`src/rtl/seq_detector_pkg.sv`:
```
// Shared defaults and helpers for the serial sync-word detector.
// Latency: n/a (declarations only).
// Backpressure: n/a.
package seq_detector_pkg;

  // Default sync word: 12 bits, MSB is the first bit on the wire.
  localparam int          SEQ_PAT_W_DEF   = 12;
  localparam logic [11:0] SEQ_PATTERN_DEF = 12'b1110_1101_1011;

  // The fill counter must hold 0..w inclusive.
  function automatic int seq_fill_w(input int w);
    return $clog2(w + 1);
  endfunction

  // Fill counter type for the default pattern length.
  typedef logic [$clog2(SEQ_PAT_W_DEF + 1)-1:0] seq_fill_t;

endpackage

```
`src/rtl/seq_shift_reg.sv`:
```
// Bit history shift register plus saturating fill counter for seq_detector.
// Latency: q and the fill count update on the edge that samples d.
// Backpressure: none; one bit is accepted on every clock.
//
// Ports:
//   clk   in   clock, all state updates on the rising edge
//   reset in   synchronous active-high reset; clears history and fill count
//   d     in   serial bit, shifted in at the LSB every edge
//   clr   in   restart the fill count at 0 on this edge (history still shifts)
//   q     out  last W sampled bits, newest at LSB
//   full  out  high when the bit sampled on the coming edge completes a
//              window of W bits counted since reset / the last clr
module seq_shift_reg
  import seq_detector_pkg::*;
#(
  parameter int W = SEQ_PAT_W_DEF
) (
  input  logic         clk,
  input  logic         reset,
  input  logic         d,
  input  logic         clr,
  output logic [W-1:0] q,
  output logic         full
);

  localparam int FW = seq_fill_w(W);
  typedef logic [FW-1:0] fill_t;

  localparam fill_t FILL_MAX  = fill_t'(W);
  localparam fill_t FILL_LAST = fill_t'(W - 1);

  fill_t fill;

  always_ff @(posedge clk) begin
    if (reset) begin
      q    <= '0;
      fill <= '0;
    end else begin
      q <= {q[W-2:0], d};
      if (clr) begin
        fill <= '0;
      end else if (fill != FILL_MAX) begin
        fill <= fill + 1'b1;
      end
    end
  end

  // Look-ahead flag: the top registers det_o from the next-state history, so
  // it needs to know whether the fill count will reach W on this edge.
  // That is the case once W-1 bits are already in (or the counter is full).
  assign full = (fill >= FILL_LAST);

endmodule

```
`src/rtl/seq_detector.sv`:
```
// Serial bit-stream sync-word detector: one-cycle det_o pulse per match of
// the last PAT_W sampled bits against PATTERN (MSB = first bit received).
// Latency: det_o rises on the edge that samples the final pattern bit.
// Backpressure: none; one bit per clock, no bubbles.
//
// Ports:
//   clk    in   single clock, rising edge
//   reset  in   synchronous active-high reset; discards any partial match
//   x_i    in   serial data bit, sampled every rising edge
//   det_o  out  registered match flag
//
// Build option: define SEQ_DET_NONOVERLAP_EN for non-overlapping detection
// (after a match, the next one needs PAT_W fresh bits). Default: overlapping.
// PAT_W must lie in 2..32.
module seq_detector
  import seq_detector_pkg::*;
#(
  parameter int               PAT_W   = SEQ_PAT_W_DEF,
  parameter logic [PAT_W-1:0] PATTERN = PAT_W'(SEQ_PATTERN_DEF)
) (
  input  logic clk,
  input  logic reset,
  input  logic x_i,
  output logic det_o
);

  logic [PAT_W-1:0] hist;
  logic [PAT_W-1:0] hist_nxt;
  logic             full;
  logic             match_nxt;
  logic             clr;

  seq_shift_reg #(
    .W (PAT_W)
  ) u_shift (
    .clk   (clk),
    .reset (reset),
    .d     (x_i),
    .clr   (clr),
    .q     (hist),
    .full  (full)
  );

  // History as it will be after this edge; the oldest bit falls off the top.
  assign hist_nxt  = PAT_W'({hist, x_i});

  // Gating on the fill count keeps reset zeros from aliasing a pattern that
  // starts with zeros.
  assign match_nxt = full && (hist_nxt == PATTERN);

`ifdef SEQ_DET_NONOVERLAP_EN
  // Restart the fill count on the matching edge itself, so the very next
  // sampled bit is the first of the PAT_W fresh bits the next match needs.
  assign clr = match_nxt;
`else
  assign clr = 1'b0;
`endif

  always_ff @(posedge clk) begin
    if (reset) begin
      det_o <= 1'b0;
    end else begin
      det_o <= match_nxt;
    end
  end

endmodule

```
`config.mk`:
```
export PLATFORM = sky130hd
export DESIGN_NAME = seq_detector
export DESIGN_NICKNAME = d
export VERILOG_FILES = /design/src/rtl/seq_detector_pkg.sv /design/src/rtl/seq_shift_reg.sv /design/src/rtl/seq_detector.sv
export SDC_FILE = /design/constraint.sdc
export NUM_CORES = 1
export LEC_CHECK = 0
export BUFFER_PORTS_ARGS = -buffer_cell sky130_fd_sc_hd__buf_2
export CORE_AREA = 5 5 42 44
export CTS_CLUSTER_SIZE = 14
export DETAILED_ROUTE_END_ITERATION = 6
export DIE_AREA = 0 0 47 49
export SLEW_MARGIN = 20
export SYNTH_ARGS = -nofsm -noshare
export SYNTH_HDL_FRONTEND = slang
export SYNTH_SLANG_ARGS = --single-unit
```
`constraint.sdc`:
```
create_clock -name clk -period 2.9 [get_ports clk]
set_clock_uncertainty 0.05 [all_clocks]
set_input_delay 0.29 -clock clk [delete_from_list [all_inputs] [get_ports clk]]
set_output_delay 0.29 -clock clk [all_outputs]
set_load 0.005 [all_outputs]
```
==> results of run 1 <==
Yosys cell counts:
cell type,n
xnor2_1,1
ha_1,2
nor2b_2,1
mux2i_1,1
nand4b_1,1
nor2b_1,10
inv_1,2
nand2_1,1
buf_2,1
nand3_1,1
a31oi_1,1
nor3_1,2
nor2_1,4
nand3b_1,1
nor3_2,1
and4bb_1,1
dfxtp_1,16
a21oi_1,1
nand4_1,2
per-stage QoR:
stage	cell area [sq um]	setup slack [ns]	power [mW]
floorplan	544	1.75	0.248
detailed placement	574	1.65	0.253
CTS	611	1.63	0.397
global route	611	1.55	0.413
finish	611	1.64	0.392
global placement	574	1.69	0.253
report_power, final:
part / internal, mW / switching, mW / total (mW)
logic: 0.00789 / 0.00917 / 0.0171
clock network: 0.0764 / 0.0680 / 0.144
registers: 0.225 / 0.00551 / 0.231
total: 0.310 / 0.0827 / 0.392
worst register-to-register path, stage by stage, from the launching register on:
cell,delay (ns)
dfxtp_1,0.42
inv_1,0.06
ha_1,0.23
nand3_1,0.14
mux2i_1,0.20
nor2_1,0.05
layout make-up:
class	instances	share of cell area
Sequential cell	16	0.525
Inverter	2	0.0123
Timing Repair Buffer	3	0.0246
Tap cell	16	0.0328
Multi-Input combinational cell	31	0.346
Clock buffer	4	0.0594
logic make-up after synthesis:
logic type	after synthesis	share of synthesized area
AO/OA/AOI/OAI	2	0.0207
XOR/XNOR	1	0.0161
adder cells (fa/ha/maj)	2	0.0460
buffers and inverters	3	0.0230
flip-flops	16	0.589
multiplexers	1	0.0184
AND/OR/NAND/NOR	25	0.287
per-layer routing:
layer,up-vias,part of all wire,global-route usage
met2,5,0.45,0.104
met5,-,0,0
li1,178,-,-
met1,148,0.48,0.101
met3,0,0.065,0.0664
met4,0,0,0.0138
final timing paths:
check                       start         endpoint  slack (ns)
setup / recovery  u_shift.fill[0]  u_shift.fill[1]        1.64
hold / removal                x_i     u_shift.q[0]        0.20
setup reg to reg  u_shift.fill[0]  u_shift.fill[1]        1.64
hold reg to reg      u_shift.q[2]     u_shift.q[3]        0.41
sequential cells by signal (all words and copies together), names as in the netlist:
| register | count |
|---|---|
| u_shift.q | 11 |
| u_shift.fill | 4 |
| det_o | 1 |
==> summary.md, run 1 <==
| Metric | Value |
|---|---|
| First-pass GRT wire length | `roughly 1.3 mm` |
| Inserted Diodes | `0` |
| # setup viols final | `0` |
| Post-Route WL | `755 um` |
| Final period utilization | `0.434` |
| Largest area contributor in the netlist | `dfxtp_1` |
| Drt wl/cell | `10.5 um` |
| CP Max Fanout | `5` |
| Worst-Margin Slew | `0.272 ns` |
| Die area | `roughly 0.0023 sq mm` |
| Syn nets | `55` |
| Commonest non-fill, non-tap cell in the layout | `dfxtp_1` |
| Clock Tree Root | `clkbuf_4` |
| Slew margin rel. | `0.819` |
| Slowest cell on crit path | `dfxtp_1` |
| TNS Setup | `0 ns` |
| CTS tree | `yes` |
| CTS Hold Buffers Added | `0` |
| Share of cells above drive strength 1 | `0.161` |
| Worst-skew pair later-pin latency | `0.28 ns` |
| Io pins | `4` |
| CP top delay family | `flip-flops` |
| Hold WS | `0.195 ns` |
| Multi-input logic area | `approximately 210 sq um` |
| Grt ovf | `0` |
| Die H | `49 um` |
| Final std cells w/o fill | `72` |
| All-layer global routing usage | `0.0794` |
| Reg area | `320 sq um` |
| Critical setup path kind | `flip-flop to flip-flop` |
| Most frequent cells in the layout | `dfxtp_1 (16), nor2b_1 (10), nor2_1 (4)` |
| Syn Inst Count | `50` |
| Final ANT Viol Nets | `0` |
| Final RePlAce weighted congestion | `0.662` |
| CP Data Required Time | `~3.0 ns` |
| Core area | `0.00140 sq mm` |
| Core Util, Final | `0.436` |
| Synth Cell Area | `544 sq um` |
| Post-CTS Resized | `0` |
| Avg Inst Size Synth | `10.9 sq um` |
| Crit path buf inv count | `1` |
| MaxCap Viol Count | `0` |
| Crit path depth | `5` |
| Largest net degree at the start of global routing | `16` |
| Crit path launch type | `flip-flop` |
| Vias in the first global route | `approximately 290` |
| #FFs+latches synth | `16` |
| H-tree Lvls | `1` |
| Nets | `62` |
| Period minus WS final | `1.26 ns` |
| Worst hold path type | `input port to flip-flop` |
| DRC Markers | `0` |
| CP Data Arrival Time | `between 1 and 1.5 ns` |
| RSZ-0062 raised after global routing | `no` |
| Slew Limit Fails | `0` |
| Crit-path max cell delay | `0.42 ns` |
| Peak Freq | `795 MHz` |
| YS warnings | `0` |
| Synth unique cells | `19` |
| Leak pwr | `0.247 nW` |
| Power Dens Cells | `643 mW/mm^2` |
| Starting density of the core | `0.388` |
| Postcts setup bufs | `0` |
| Clock Path Buffers | `2` |
| Chip Width | `47 um` |
| Routed vias | `331` |
| Sinks on the clock net | `16` |
| 1st-iter DRT viols | `0` |
| Status | `finished clean` |
| Crit path capture type | `flip-flop` |
| Hold Vio Cnt, Final | `0` |
| Crit path cell chain | `inv_1, ha_1, nand3_1, mux2i_1, nor2_1` |
| Ranking of synthesized cells by area | `dfxtp_1 (59%), nor2b_1 (11%), ha_1 (4.6%)` |
| Register area share after synthesis | `0.589` |
| Drt first pass iters | `1` |
| Cell count after placement | `68` |
| Placed wire-length estimate | `about 530 um` |
| Synthesis-to-layout area growth | `12.2%` |
| Top cell type's share of synthesized area | `0.589` |
| Initial antenna violation count | `0` |
| Fill count | `143` |
| Site Rows | `14` |
| Clock buffer count from CTS | `3` |
| Port Buffers | `3` |
| Maximum vdd drop | `between 0.3 and 0.4 mV` |
| Vias per Instance | `4.60` |
| Clock transition at the registers of the reported paths | `0.09 ns` |
| R2R cell count | `5` |
| Hold depth | `2` |
Note: power is estimated with default switching activity, not from simulation.
==> inputs of run 2 (changes only) <==
clock period = 1.1 ns   (was 2.9 ns; I/O delays follow)
==> summary.md, run 2 (same netlist as run 1, synthesis figures left out) <==
| Metric | Value |
|---|---|
| 1st-iter DRT viols | `1 (+1)` |
| Routed vias | `330 (-0.30%)` |
| Placed cell area | `596 sq um (+3.7%)` |
| Uppermost layer routed | `met3` |
| Biggest regs | `u_shift.q: 11 flops, u_shift.fill: 4 flops, det_o: 1 flops` |
| Vias in the first global route | `317 (+8.2%)` |
| Grt ovf | `0 (unchanged)` |
| Peak Freq | `956 MHz (+20%)` |
| Largest net degree at the start of global routing | `16 (unchanged)` |
| Slew margin rel. | `0.819 (about the same)` |
| Die area | `0.00230 sq mm (unchanged)` |
| First-pass GRT wire length | `1.32 mm (+4.4%)` |
| Commonest non-fill, non-tap cell in the layout | `dfxtp_1` |
| Clock buffer count from CTS | `3 (unchanged)` |
| Inserted Diodes | `0 (unchanged)` |
| Post-Route WL | `762 um (+0.93%)` |
| Setup WS post-layout | `0.0545 ns (-1.59 ns)` |
| Most flop-heavy register | `u_shift.q` |
| Setup crit start | `u_shift.fill[1]` |
| CP Data Arrival Time | `1.16 ns (-0.22 ns)` |
| Final RePlAce weighted congestion | `0.703 (+6.1%)` |
| Synthesis-to-layout area growth | `18.6%` |
| Critical setup path kind | `flip-flop to flip-flop` |
| Hold Vio Cnt, Final | `0 (unchanged)` |
| Postcts setup bufs | `0 (unchanged)` |
| Vias per Instance | `4.46 (-3.0%)` |
| Worst-skew pair later-pin latency | `0.27 ns (about the same)` |
| Clock transition at the registers of the reported paths | `0.09 ns (about the same)` |
| Worst-Margin Slew | `0.272 ns (+0.000600 ns)` |
| Drt wl/cell | `10.3 um (-1.8%)` |
| DRC Markers | `0 (unchanged)` |
| Chip Width | `47 um (unchanged)` |
| Hold wc startpoint | `x_i` |
| Crit path capture type | `flip-flop` |
| Placed wire-length estimate | `508 um (-5.1%)` |
| Status | `finished clean` |
| Worst hold path type | `input port to flip-flop` |
| Most frequent cells in the layout | `dfxtp_1 (14), nor2b_1 (10), nor2_1 (4)` |
| Die H | `49 um (unchanged)` |
| Io pins | `4 (unchanged)` |
| Leak pwr | `0.257 nW (+4.4%)` |
| Site Rows | `14 (unchanged)` |
| Met3 routed WL | `26 um (-47%)` |
| RR Startpoint | `u_shift.fill[1]` |
| # setup viols final | `0 (unchanged)` |
| Power Dens Cells | `1610 mW/mm^2 (+150%)` |
| Port Buffers | `3 (unchanged)` |
| Nets | `64 (+3.2%)` |
| Slew Limit Fails | `0 (unchanged)` |
| Crit path launch type | `flip-flop` |
| Share of cells above drive strength 1 | `0.293 (+0.132)` |
| Sinks on the clock net | `16 (unchanged)` |
| Core area | `0.00140 sq mm (unchanged)` |
| All-layer global routing usage | `0.0793 (-0.000113)` |
| Final ANT Viol Nets | `0 (unchanged)` |
| Met2 wire len | `314 um (-7.6%)` |
| CP Max Fanout | `4 (-1)` |
| Final period utilization | `0.950 (+0.517)` |
| Starting density of the core | `0.388 (unchanged)` |
| Period minus WS final | `1.05 ns (-0.212 ns)` |
| Initial antenna violation count | `0 (unchanged)` |
| Pre-CTS WS | `-0.0313 ns (-1.68 ns)` |
| Maximum vdd drop | `0.898 mV (+140%)` |
| Length of routed wiring on met1 | `421 um (+15%)` |
| Largest register FFs | `11 (unchanged)` |
| Drt first pass iters | `2 (+1)` |
| H-tree Lvls | `1 (unchanged)` |
| Clock Tree Root | `clkbuf_4` |
| CP Data Required Time | `1.21 ns (-1.82 ns)` |
| MaxCap Viol Count | `0 (unchanged)` |
| CTS tree | `yes` |
| Post-route cell area | `646 sq um (+5.7%)` |
| Clock Path Buffers | `2 (unchanged)` |
## run 2: what timing repair did
| action | in CTS | in global routing |
|---|---|---|
| pin swaps | 0 | 1 |
| endpoints found under the setup margin | 1 | 1 |
| resized for setup | 2 | 3 |
| hold buffers | 0 | 0 |
## run 2: path summary, 6_finish.rpt
| check | end | slack [ns] | cells after the start |
|---|---|---|---|
| setup / recovery | u_shift.fill[1] | 0.05 | 5 |
| hold / removal | u_shift.q[0] | 0.04 | 2 |
| setup reg to reg | u_shift.fill[1] | 0.05 | 5 |
| hold reg to reg | u_shift.q[10] | 0.42 | 1 |
## run 2: routing by layer
layer | global-route usage | vias to the layer above
met5 | 0 | -
met4 | 0.0138 | 0
met3 | 0.0554 | 0
met2 | 0.106 | 3
met1 | 0.105 | 145
li1 | - | 182
## run 2: power breakdown
part | switching, mW | internal, mW | total, mW
Combinational | 0.0329 | 0.0353 | 0.0682
Clock | 0.163 | 0.201 | 0.364
Sequential | 0.0132 | 0.596 | 0.609
## run 2: layout make-up
class	count	area [sq um]
sequential	16	323
fill	146	756
timing repair buffer	5	30.0
multi-input combinational	31	229
inverter	2	7.51
tap	16	20.0
clock buffer	4	36.3
## run 2: per-stage QoR
step	hold WS, ns	util	TNS [ns]	total power, mW	instances
floorplan	0.132	-	0	0.656	50
global placement	0.317	0.425	-0.00544	0.679	70
detailed placement	0.314	0.425	-0.0313	0.679	70
CTS	0.0261	0.454	0	1.05	74
global route	0.0256	0.461	-0.00000466	1.11	74
finish	0.0372	0.461	0	1.04	74
## run 2: critical path, cell delays in order (launching register included)
cell	delay [ns]
dfxtp_2	0.36
inv_2	0.05
ha_4	0.16
nand3_2	0.09
mux2i_1	0.18
nor2_1	0.05
==> inputs of run 3 (changes only) <==
CORE_AREA = default   (was 5 5 42 44)
CORE_MARGIN = 5   (was default)
CORE_UTILIZATION = 40   (was default)
CTS_BUF_LIST = sky130_fd_sc_hd__clkbuf_8   (was default)
DIE_AREA = default   (was 0 0 47 49)
==> summary.md, run 3 (same netlist as run 1, synthesis figures left out) <==
| Metric | Value |
|---|---|
| CP Max Fanout | `4 (unchanged)` |
| All-layer global routing usage | `0.102 (+0.0230)` |
| Largest net degree at the start of global routing | `12 (-4)` |
| Final RePlAce weighted congestion | `0.761 (+8.2%)` |
| Drt first pass iters | `2 (unchanged)` |
| Routed vias | `352 (+6.7%)` |
| Switching portion of total power | `0.202 (+0.00150)` |
| Hold WS | `0.0472 ns (+0.0100 ns)` |
| Io pins | `4 (unchanged)` |
| Core Util, Final | `0.527 (+0.0662)` |
| Starting density of the core | `0.418 (+0.0299)` |
| Sinks on the clock net | `16 (unchanged)` |
| Vias per Instance | `4.69 (+5.2%)` |
| Seq pwr share | `0.510 (-0.075)` |
| DRC Markers | `0 (unchanged)` |
| Gate power share | `0.065 (about the same)` |
| Clk pwr share | `0.425 (+0.076)` |
| Cell count after placement | `71 (+1.4%)` |
| Clock buffer count from CTS | `3 (unchanged)` |
| Biggest regs | `u_shift.q: 11 flops, u_shift.fill: 4 flops, det_o: 1 flops` |
| Placed wire-length estimate | `619 um (+22%)` |
| Slew Limit Fails | `0 (unchanged)` |
| Final period utilization | `0.950 (about the same)` |
| P_sw | `0.242 mW (+16%)` |
| Peak Freq | `957 MHz (about the same)` |
| Commonest non-fill, non-tap cell in the layout | `dfxtp_1` |
| Inserted Diodes | `0 (unchanged)` |
| H-tree Lvls | `1 (unchanged)` |
| Die area | `0.00220 sq mm (-4.6%)` |
| GR Util met2 | `0.149 (+0.0427)` |
| Internal power | `0.956 mW (+15%)` |
| First-pass GRT wire length | `1.45 mm (+10%)` |
| # setup viols final | `0 (unchanged)` |
| Worst-Margin Slew | `0.232 ns (-0.0401 ns)` |
| Share of cells above drive strength 1 | `0.317 (+0.0236)` |
| Leak pwr | `0.275 nW (+6.9%)` |
| CTS tree | `yes` |
| Initial antenna violation count | `0 (unchanged)` |
| CP Data Required Time | `1.19 ns (-0.02 ns)` |
| M3 GR Usage | `0.0575 (+0.00212)` |
| Most frequent cells in the layout | `dfxtp_1 (14), nor2b_1 (10), nor2_1 (4), clkbuf_8 (4), buf_4 (4)` |
| Crit path capture type | `flip-flop` |
| Grt ovf | `0 (unchanged)` |
| Clock transition at the registers of the reported paths | `0.06 ns (-0.03 ns)` |
| Most flop-heavy register | `u_shift.q` |
| Vias in the first global route | `352 (+11%)` |
| Worst hold path type | `input port to flip-flop` |
| Clock Path Buffers | `2 (unchanged)` |
| Nets | `66 (+3.1%)` |
| Die H | `46.9 um (-4.3%)` |
| Clock Tree Root | `clkbuf_8` |
| Setup WS post-layout | `0.0548 ns (+0.000304 ns)` |
| Crit path launch type | `flip-flop` |
| Maximum vdd drop | `1.04 mV (+16%)` |
| Final std cells w/o fill | `75 (+1.4%)` |
| Period minus WS final | `1.05 ns (-0.000304 ns)` |
| Met1 global-route usage | `0.107 (+0.00208)` |
| Critical setup path kind | `flip-flop to flip-flop` |
| Hold Vio Cnt, Final | `0 (unchanged)` |
| Port Buffers | `3 (unchanged)` |
| Largest register FFs | `11 (unchanged)` |
| Site Rows | `13 (-1)` |
| CTS Hold Buffers Added | `0 (unchanged)` |
| MaxCap Viol Count | `0 (unchanged)` |
| Power Dens Cells | `1750 mW/mm^2 (+8.4%)` |
| Synthesis-to-layout area growth | `26.0%` |
| Drt wl/cell | `11.3 um (+10%)` |
| Core area | `0.00130 sq mm (-7.1%)` |
| CP Data Arrival Time | `1.14 ns (-0.02 ns)` |
| Post-Route WL | `851 um (+12%)` |
| Chip Width | `46.9 um (-0.24%)` |
| RSZ-0062 raised after global routing | `yes` |
| Total Power | `1.20 mW (+15%)` |
| Slew margin rel. | `0.845 (+0.0265)` |
| Status | `finished clean` |
| Register-to-Register Setup Slack | `0.05 ns (about the same)` |
| 1st-iter DRT viols | `3 (+2)` |
| Final ANT Viol Nets | `0 (unchanged)` |
| Worst-skew pair later-pin latency | `0.25 ns (-0.02 ns)` |
| Grt peak-use layer | `met2` |
| Pre-CTS WS | `-0.0481 ns (-0.0169 ns)` |
[run 3: worst max-delay path: stages (launching register included)]
cell	delay (ns)
dfxtp_2	0.36
inv_2	0.05
ha_4	0.17
nand3_4	0.09
mux2i_1	0.18
nor2_1	0.05
[run 3: cell type report]
| cell class | count | area, sq um |
|---|---|---|
| clock buffers | 4 | 55.1 |
| fillers | 116 | 616 |
| inverters | 2 | 7.51 |
| multi-input cells | 31 | 236 |
| flip-flops and latches | 16 | 323 |
| well taps | 15 | 18.8 |
| repair buffers | 7 | 45.0 |
[run 3: path summary, 6_finish.rpt]
kind | from | end | cells past startpoint
worst max-delay path | u_shift.fill[1] | u_shift.fill[1] | 5
worst min-delay path | reset | u_shift.q[10] | 2
worst max register to register | u_shift.fill[1] | u_shift.fill[1] | 5
worst min register to register | u_shift.q[7] | u_shift.q[8] | 1
[run 3: through the flow]
step | instance area, sq um | TNS (ns)
after floorplan | 551 | 0
after global placement | 609 | -0.0243
after detailed placement | 609 | -0.0481
after CTS | 668 | 0
after global routing | 686 | -0.00866
final | 686 | 0
[run 3: power groups by stage]
| stage | clock network [mW] | registers [mW] | logic [mW] |
|---|---|---|---|
| after floorplan | 0 | 0.620 | 0.0359 |
| after global placement | 0 | 0.621 | 0.0645 |
| after detailed placement | 0 | 0.622 | 0.0649 |
| after CTS | 0.525 | 0.610 | 0.0673 |
| after global routing | 0.559 | 0.614 | 0.0859 |
| final | 0.509 | 0.612 | 0.0777 |
[run 3: metal layers]
metal  share of wire  routed length, um
met5               0                  0
met4           0.019                 16
met3           0.046                 39
met2            0.46                388
met1            0.48                407
[run 3: repair_timing]
item,CTS,global route
setup endpoints to repair,2,3
buffers inserted,0,0
pin swaps,0,2
gates resized for setup,2,4
